--- config.mk ---
export PLATFORM = sky130hd
export DESIGN_NAME = uart_tx_flat
export DESIGN_NICKNAME = d
export VERILOG_FILES = /design/src/rtl/uart_tx_pkg.sv /design/src/rtl/uart_tx_if.sv /design/src/rtl/uart_tx_baud_gen.sv /design/src/rtl/uart_tx.sv /design/src/flat_wrapper.sv
export SDC_FILE = /design/constraint.sdc
export NUM_CORES = 1
export LEC_CHECK = 0
export CORE_MARGIN = 2
export CORE_UTILIZATION = 59
export CTS_BUF_LIST = sky130_fd_sc_hd__clkbuf_4 sky130_fd_sc_hd__clkbuf_8
export CTS_CLUSTER_DIAMETER = 200
export CTS_CLUSTER_SIZE = 40
export DETAILED_ROUTE_END_ITERATION = 7
export PLACE_DENSITY_LB_ADDON = 0.05
export SYNTH_ARGS = -nofsm -noshare
export SYNTH_HDL_FRONTEND = slang
export SYNTH_SLANG_ARGS = --single-unit
export TNS_END_PERCENT = 50
--- constraint.sdc ---
create_clock -name clk -period 2.5 [get_ports clk]
set_clock_uncertainty 0.2 [all_clocks]
set_input_delay 0.5 -clock clk [delete_from_list [all_inputs] [get_ports clk]]
set_output_delay 0.5 -clock clk [all_outputs]
set_load 0.005 [all_outputs]
--- src/rtl/uart_tx_pkg.sv ---
// Shared UART definitions: FSM state encodings, default timing and line levels.
// Latency: n/a (package only).
// Backpressure: n/a. The receive path imports the same constants, so both ends stay consistent.
package uart_tx_pkg;

    // Frame sequencer states. The receive side decodes the same 3-bit encodings.
    typedef enum logic [2:0] {
        IDLE   = 3'd0,
        START  = 3'd1,
        DATA   = 3'd2,
        PARITY = 3'd3,
        STOP   = 3'd4
    } uart_state_t;

    // 50 MHz system clock / 9600 baud.
    localparam int DEF_BPS_MAX = 5208;
    // 8N1 framing.
    localparam int DEF_BIT_MAX = 8;

    // A UART line rests at mark (high). The start bit is the opposite level.
    localparam logic LINE_IDLE = 1'b1;

endpackage

--- src/rtl/uart_tx_if.sv ---
// Parallel byte handshake into the UART transmitter (valid/ready).
// Latency: n/a (wires only).
// Backpressure: the source holds tx_valid and tx_data until it sees tx_ready at a clock edge.
//   tx_data  : byte to send, sampled on the accept cycle only
//   tx_valid : source has a byte
//   tx_ready : transmitter idle, can take the byte this cycle
interface uart_tx_if #(
    parameter int BIT_MAX = 8
) ();

    logic [BIT_MAX-1:0] tx_data;
    logic               tx_valid;
    logic               tx_ready;

    // master = byte source (user/loopback logic), slave = transmitter
    modport master (
        output tx_data,
        output tx_valid,
        input  tx_ready
    );

    modport slave (
        input  tx_data,
        input  tx_valid,
        output tx_ready
    );

endinterface

--- src/rtl/uart_tx_baud_gen.sv ---
// Bit-period timer: while enabled, counts 0..BPS_MAX-1 and pulses tick for one clock at BPS_MAX-1.
// Latency: first tick BPS_MAX cycles after en rises, then every BPS_MAX cycles.
// Backpressure: none. Counter is held at 0 while disabled or cleared.
//   clk  : system clock
//   clr  : synchronous clear, active-high
//   en   : run the counter
//   tick : one-clock pulse marking the last cycle of a bit period
module uart_tx_baud_gen #(
    parameter int BPS_MAX = 5208
) (
    input  logic clk,
    input  logic clr,
    input  logic en,
    output logic tick
);

    localparam int CNT_W = (BPS_MAX > 1) ? $clog2(BPS_MAX) : 1;
    localparam logic [CNT_W-1:0] CNT_LAST = CNT_W'(BPS_MAX - 1);

    logic [CNT_W-1:0] cnt;

    always_ff @(posedge clk) begin
        if (clr || !en) begin
            cnt <= '0;
        end else if (cnt == CNT_LAST) begin
            cnt <= '0;
        end else begin
            cnt <= cnt + 1'b1;
        end
    end

    // Decoded from the registered count, so the pulse is clean and exactly one cycle wide.
    assign tick = en && (cnt == CNT_LAST);

endmodule

--- src/rtl/uart_tx.sv ---
// UART serial transmitter: start bit, BIT_MAX data bits LSB first, optional parity, STOP_BITS stop bits.
// Latency: tx drops to the start bit on the accept edge; frame lasts (1+BIT_MAX+P+STOP_BITS)*BPS_MAX cycles.
// Backpressure: tx_ready low for the whole frame; an offered byte waits and is taken in the first idle cycle.
//   clk      : system clock, rising edge
//   rst      : synchronous reset, active-high (abandons any frame in flight)
//   tx_if    : slave side of the tx_data/tx_valid/tx_ready handshake
//   tx       : serial line, idle high, driven straight from a flop
//   tx_busy  : frame in progress (always the inverse of tx_ready)
// Build option: define UART_TX_PARITY_EN to insert a parity bit after the data bits
//   (even parity, or odd with PARITY_ODD=1). Without it PARITY_ODD has no effect.
module uart_tx
    import uart_tx_pkg::*;
#(
    parameter int BPS_MAX    = DEF_BPS_MAX,
    parameter int BIT_MAX    = DEF_BIT_MAX,
    parameter int STOP_BITS  = 1,
    parameter int PARITY_ODD = 0
) (
    input  logic     clk,
    input  logic     rst,
    uart_tx_if.slave tx_if,
    output logic     tx,
    output logic     tx_busy
);

    // Elaboration-time guard against illegal configurations.
    if (BPS_MAX < 2) begin : g_bad_bps
        $error("uart_tx: BPS_MAX must be >= 2");
    end
    if (BIT_MAX < 5 || BIT_MAX > 8) begin : g_bad_bits
        $error("uart_tx: BIT_MAX must be 5..8");
    end
    if (STOP_BITS < 1 || STOP_BITS > 2) begin : g_bad_stop
        $error("uart_tx: STOP_BITS must be 1 or 2");
    end
    if (PARITY_ODD < 0 || PARITY_ODD > 1) begin : g_bad_par
        $error("uart_tx: PARITY_ODD must be 0 or 1");
    end

    // Wide enough to hold BIT_MAX. The same counter also tracks stop bits.
    localparam int BIT_W = $clog2(BIT_MAX + 1);
    localparam logic [BIT_W-1:0] DATA_LAST = BIT_W'(BIT_MAX - 1);
    localparam logic [BIT_W-1:0] STOP_LAST = BIT_W'(STOP_BITS - 1);

    uart_state_t        state;
    logic [BIT_MAX-1:0] shift_reg;
    logic [BIT_W-1:0]   bit_cnt;
    logic               ready;
    logic               tick;

`ifdef UART_TX_PARITY_EN
    // Computed once at accept time from the whole byte. The shift register is consumed as it
    // shifts, so the parity cannot be taken from it later.
    logic               par_bit;
`endif

    assign tx_if.tx_ready = ready;

    // The bit timer runs only while a frame is on the line.
    uart_tx_baud_gen #(
        .BPS_MAX (BPS_MAX)
    ) u_baud (
        .clk  (clk),
        .clr  (rst),
        .en   (state != IDLE),
        .tick (tick)
    );

    // tx is loaded with the level of the *next* bit on the edge that ends the current one,
    // so the line changes exactly at bit boundaries and never glitches.
    always_ff @(posedge clk) begin
        if (rst) begin
            state     <= IDLE;
            tx        <= LINE_IDLE;
            ready     <= 1'b1;
            tx_busy   <= 1'b0;
            shift_reg <= '0;
            bit_cnt   <= '0;
`ifdef UART_TX_PARITY_EN
            par_bit   <= 1'b0;
`endif
        end else begin
            case (state)
                IDLE: begin
                    tx      <= LINE_IDLE;
                    ready   <= 1'b1;
                    tx_busy <= 1'b0;
                    if (tx_if.tx_valid && ready) begin
                        shift_reg <= tx_if.tx_data;
`ifdef UART_TX_PARITY_EN
                        par_bit   <= (^tx_if.tx_data) ^ PARITY_ODD[0];
`endif
                        tx        <= ~LINE_IDLE;
                        ready     <= 1'b0;
                        tx_busy   <= 1'b1;
                        bit_cnt   <= '0;
                        state     <= START;
                    end
                end

                START: begin
                    if (tick) begin
                        tx    <= shift_reg[0];
                        state <= DATA;
                    end
                end

                DATA: begin
                    if (tick) begin
                        shift_reg <= shift_reg >> 1;
                        if (bit_cnt == DATA_LAST) begin
                            bit_cnt <= '0;
`ifdef UART_TX_PARITY_EN
                            tx      <= par_bit;
                            state   <= PARITY;
`else
                            tx      <= LINE_IDLE;
                            state   <= STOP;
`endif
                        end else begin
                            bit_cnt <= bit_cnt + 1'b1;
                            // shift_reg[1] becomes shift_reg[0] on this same edge.
                            tx      <= shift_reg[1];
                        end
                    end
                end

`ifdef UART_TX_PARITY_EN
                PARITY: begin
                    if (tick) begin
                        tx    <= LINE_IDLE;
                        state <= STOP;
                    end
                end
`endif

                STOP: begin
                    if (tick) begin
                        if (bit_cnt == STOP_LAST) begin
                            bit_cnt <= '0;
                            ready   <= 1'b1;
                            tx_busy <= 1'b0;
                            state   <= IDLE;
                        end else begin
                            bit_cnt <= bit_cnt + 1'b1;
                        end
                    end
                end

                default: begin
                    tx      <= LINE_IDLE;
                    ready   <= 1'b1;
                    tx_busy <= 1'b0;
                    bit_cnt <= '0;
                    state   <= IDLE;
                end
            endcase
        end
    end

endmodule

--- src/flat_wrapper.sv ---
// flat-port wrapper written by rule: the top's interface ports become plain ports
module uart_tx_flat import uart_tx_pkg::*;
#(
    parameter int BPS_MAX    = DEF_BPS_MAX,
    parameter int BIT_MAX    = DEF_BIT_MAX,
    parameter int STOP_BITS  = 1,
    parameter int PARITY_ODD = 0
)
  (clk, rst, tx, tx_busy, tx_if_tx_data, tx_if_tx_valid, tx_if_tx_ready);
  uart_tx_if #(.BIT_MAX(BIT_MAX)) tx_if_i ();
  input  logic clk;
  input  logic rst;
  output logic tx;
  output logic tx_busy;
  input wire logic [$bits(tx_if_i.tx_data)-1:0] tx_if_tx_data;
  input wire logic [$bits(tx_if_i.tx_valid)-1:0] tx_if_tx_valid;
  output wire logic [$bits(tx_if_i.tx_ready)-1:0] tx_if_tx_ready;
  assign tx_if_i.tx_data = tx_if_tx_data;
  assign tx_if_i.tx_valid = tx_if_tx_valid;
  assign tx_if_tx_ready = tx_if_i.tx_ready;
  uart_tx #(.BPS_MAX(BPS_MAX), .BIT_MAX(BIT_MAX), .STOP_BITS(STOP_BITS), .PARITY_ODD(PARITY_ODD)) u_core (.clk(clk), .rst(rst), .tx_if(tx_if_i), .tx(tx), .tx_busy(tx_busy));
endmodule
==> impl_metrics.ini <==
[power]
vdd_ir_drop_max_mv = 0.5568
p_seq_frac = 0.520
comb_power_share = 0.244
p_sw_frac = 0.2968
finalPower_mw = 1.101
p_leak_nw = 0.6174
p_int_mw = 0.7745
powerDensity_nw_per_um2 = 615.6
clkPwrFrac = 0.237
power_switching_mw = 0.3270

[worst_setup_path]
crit_fanout = 4
crit_path_end_kind = flip-flop
worstSetupPathType = flip-flop to flip-flop
arrival_ps = 2100
worstSetupStartpointType = flip-flop
reg2reg_slack_ps = 420
critPathMaxStageDelay_ps = 460
path_cells = ha_1 > nand4bb_1 > or3_4 > a22oi_2 > nor3b_1 > a31o_1
slowest_stage = or3_4
cp_data_required_time_ps = 2520

[yosys]
syn_nets = 196
syn_avg_cell_area_um2 = 8.834
synth_area_um2 = 1608
synth_edf_count = 0
yosys_warnings = 0
synthArstFlopShare = 0
syn_inst = 182
synth-seq-cells = 31
ys_types = 48
synth_seq_area_share = 0.3860
ys.flop_type = dfxtp_1

[floorplan]
row_count = 18
design.die.area_um2 = 3158
core_um2 = 2522
io_pins = 14
die_y_um = 56.20
die_w_um = 56.20
initial_core_util = 0.6374

[clock_tree]
cts_sinks = 31
h-tree-depth = 2
cts_root_buf = clkbuf_4
hold_buffers = 0
cts_tree = yes
post_cts.repair.setup_buffers = 0
clock_path_buffers = 2
clk_latency_ps = 320
path_clk_slew_ps = 80
cts-buffers-inserted = 5
cts_resized = 0

[sta]
period_share = 0.8316
hold_viol = 0
fin_crit_ps = 2079
max_slew_margin = 0.6659
rsz0062_at_grt = no
setup_tns_ps = 0
setup_violations = 0
slew_viol_final = 0
max_clock_freq_mhz = 481.0
tightest_slew_ps = 499.3

[grt]
grt.overflow.total = 0
track_usage = 0.2125
antenna_found_initial = 0
grt_max_degree = 18
grt_pass1_wl_um = 5299
grt_pass1_vias = 1260

[route]
dr.pass1.iters = 4
routed-via-count = 1317
first_iter_violations = 44
wl_per_cell_um = 13.50
ant_nets = 0
wirelength_um = 3051
vias_per_cell = 5.827
drc = 0

[place]
post-dp-hpwl_um = 2255
routabilityCongestion = 0.8568
port_buffers = 13
place_area_um2 = 1744

[layout]
final_area_um2 = 1789
mostFrequentLayoutCells = 31 x dfxtp_1, 30 x nor2_1, 13 x clkdlybuf4s50_1
area_delta_synth_final_pct = 11.28
fin_nets = 211
mostFrequentLayoutCell = dfxtp_1
largest_reg_flops = 13
n_antenna_cell = 0
drive_gt1_frac = 0.1071

[flow_run]
max_cap_viol_count = 0

[min_path]
hold_class = flip-flop to flip-flop

[status]
status = completed
[worst paths after layout]
kind	from	end	cells past startpoint
min	u_core.u_baud.cnt[0]	u_core.u_baud.cnt[0]	1
min reg2reg	u_core.u_baud.cnt[0]	u_core.u_baud.cnt[0]	1
max reg2reg	u_core.u_baud.cnt[0]	u_core.state[1]	6
max	u_core.u_baud.cnt[0]	u_core.state[1]	6
[through the flow]
stage	instances	setup slack [ps]	util	hold WS [ps]
after global placement	220	126.9	0.6915	238.1
final	226	420.9	0.7093	279.0
after detailed placement	220	99.88	0.6915	262.6
after floorplan	182	527.6	-	226.3
after CTS	226	396.5	0.7093	289.2
after global routing	226	209.2	0.7093	313.1
[final cells by class]
class	instances	area, um^2
clock buffer	6	45.04
fill	213	733.2
inverter	7	26.28
multi-input combinational	136	907.1
sequential	31	620.6
tap	30	37.54
timing repair buffer	16	152.6
[synth_stat cells, types with 4 or more instances]
library cell,instances,area (um^2)
a211oi_1,5,37.54
a21oi_1,8,40.04
nor2_1,30,112.6
mux2i_1,8,80.08
dfxtp_1,31,620.6
o21ai_0,6,30.03
xnor2_1,9,78.83
nand3_1,8,40.04
xor2_1,5,43.79
nor3_1,4,20.02
nand2_1,6,22.52
inv_1,7,26.28
[layer usage]
layer / vias to the layer above / wire (um) / GRT usage
met4: 0 / 44 / 0.07143
met3: 6 / 159 / 0.06279
met2: 26 / 1507 / 0.3731
met5: - / 0 / 0
li1: 671 / - / -
met1: 614 / 1339 / 0.2446
[power groups by stage]
| stage | Sequential, mW | Clock [mW] | Combinational [mW] |
|---|---|---|---|
| detailed placement | 0.583 | 0 | 0.267 |
| floorplan | 0.567 | 0 | 0.219 |
| CTS | 0.572 | 0.273 | 0.268 |
| global placement | 0.581 | 0 | 0.258 |
| global route | 0.579 | 0.286 | 0.300 |
| finish | 0.572 | 0.261 | 0.268 |
[worst max-delay path: cells and delay by family (launching register included)]
kind                       cells  cell delay, ps
and+or+nand+nor                3             750
AOI/OAI and AO/OA              2             400
DFF                            1             380
adders and majority gates      1             250
[cell families (layout without fill, tap and decap cells)]
family                     after synthesis  in the layout  synth area share
buffers and inverters                   15             29           0.04981
xor gates and xnor gates                14             14           0.07627
AOI/OAI and AO/OA                       37             37            0.1689
muxes                                    8              8           0.04981
adders and majority gates                3              3           0.02335
and+or+nand+nor                         74             74            0.2459
DFF                                     31             31            0.3860
(Power assumes the default switching activity.)
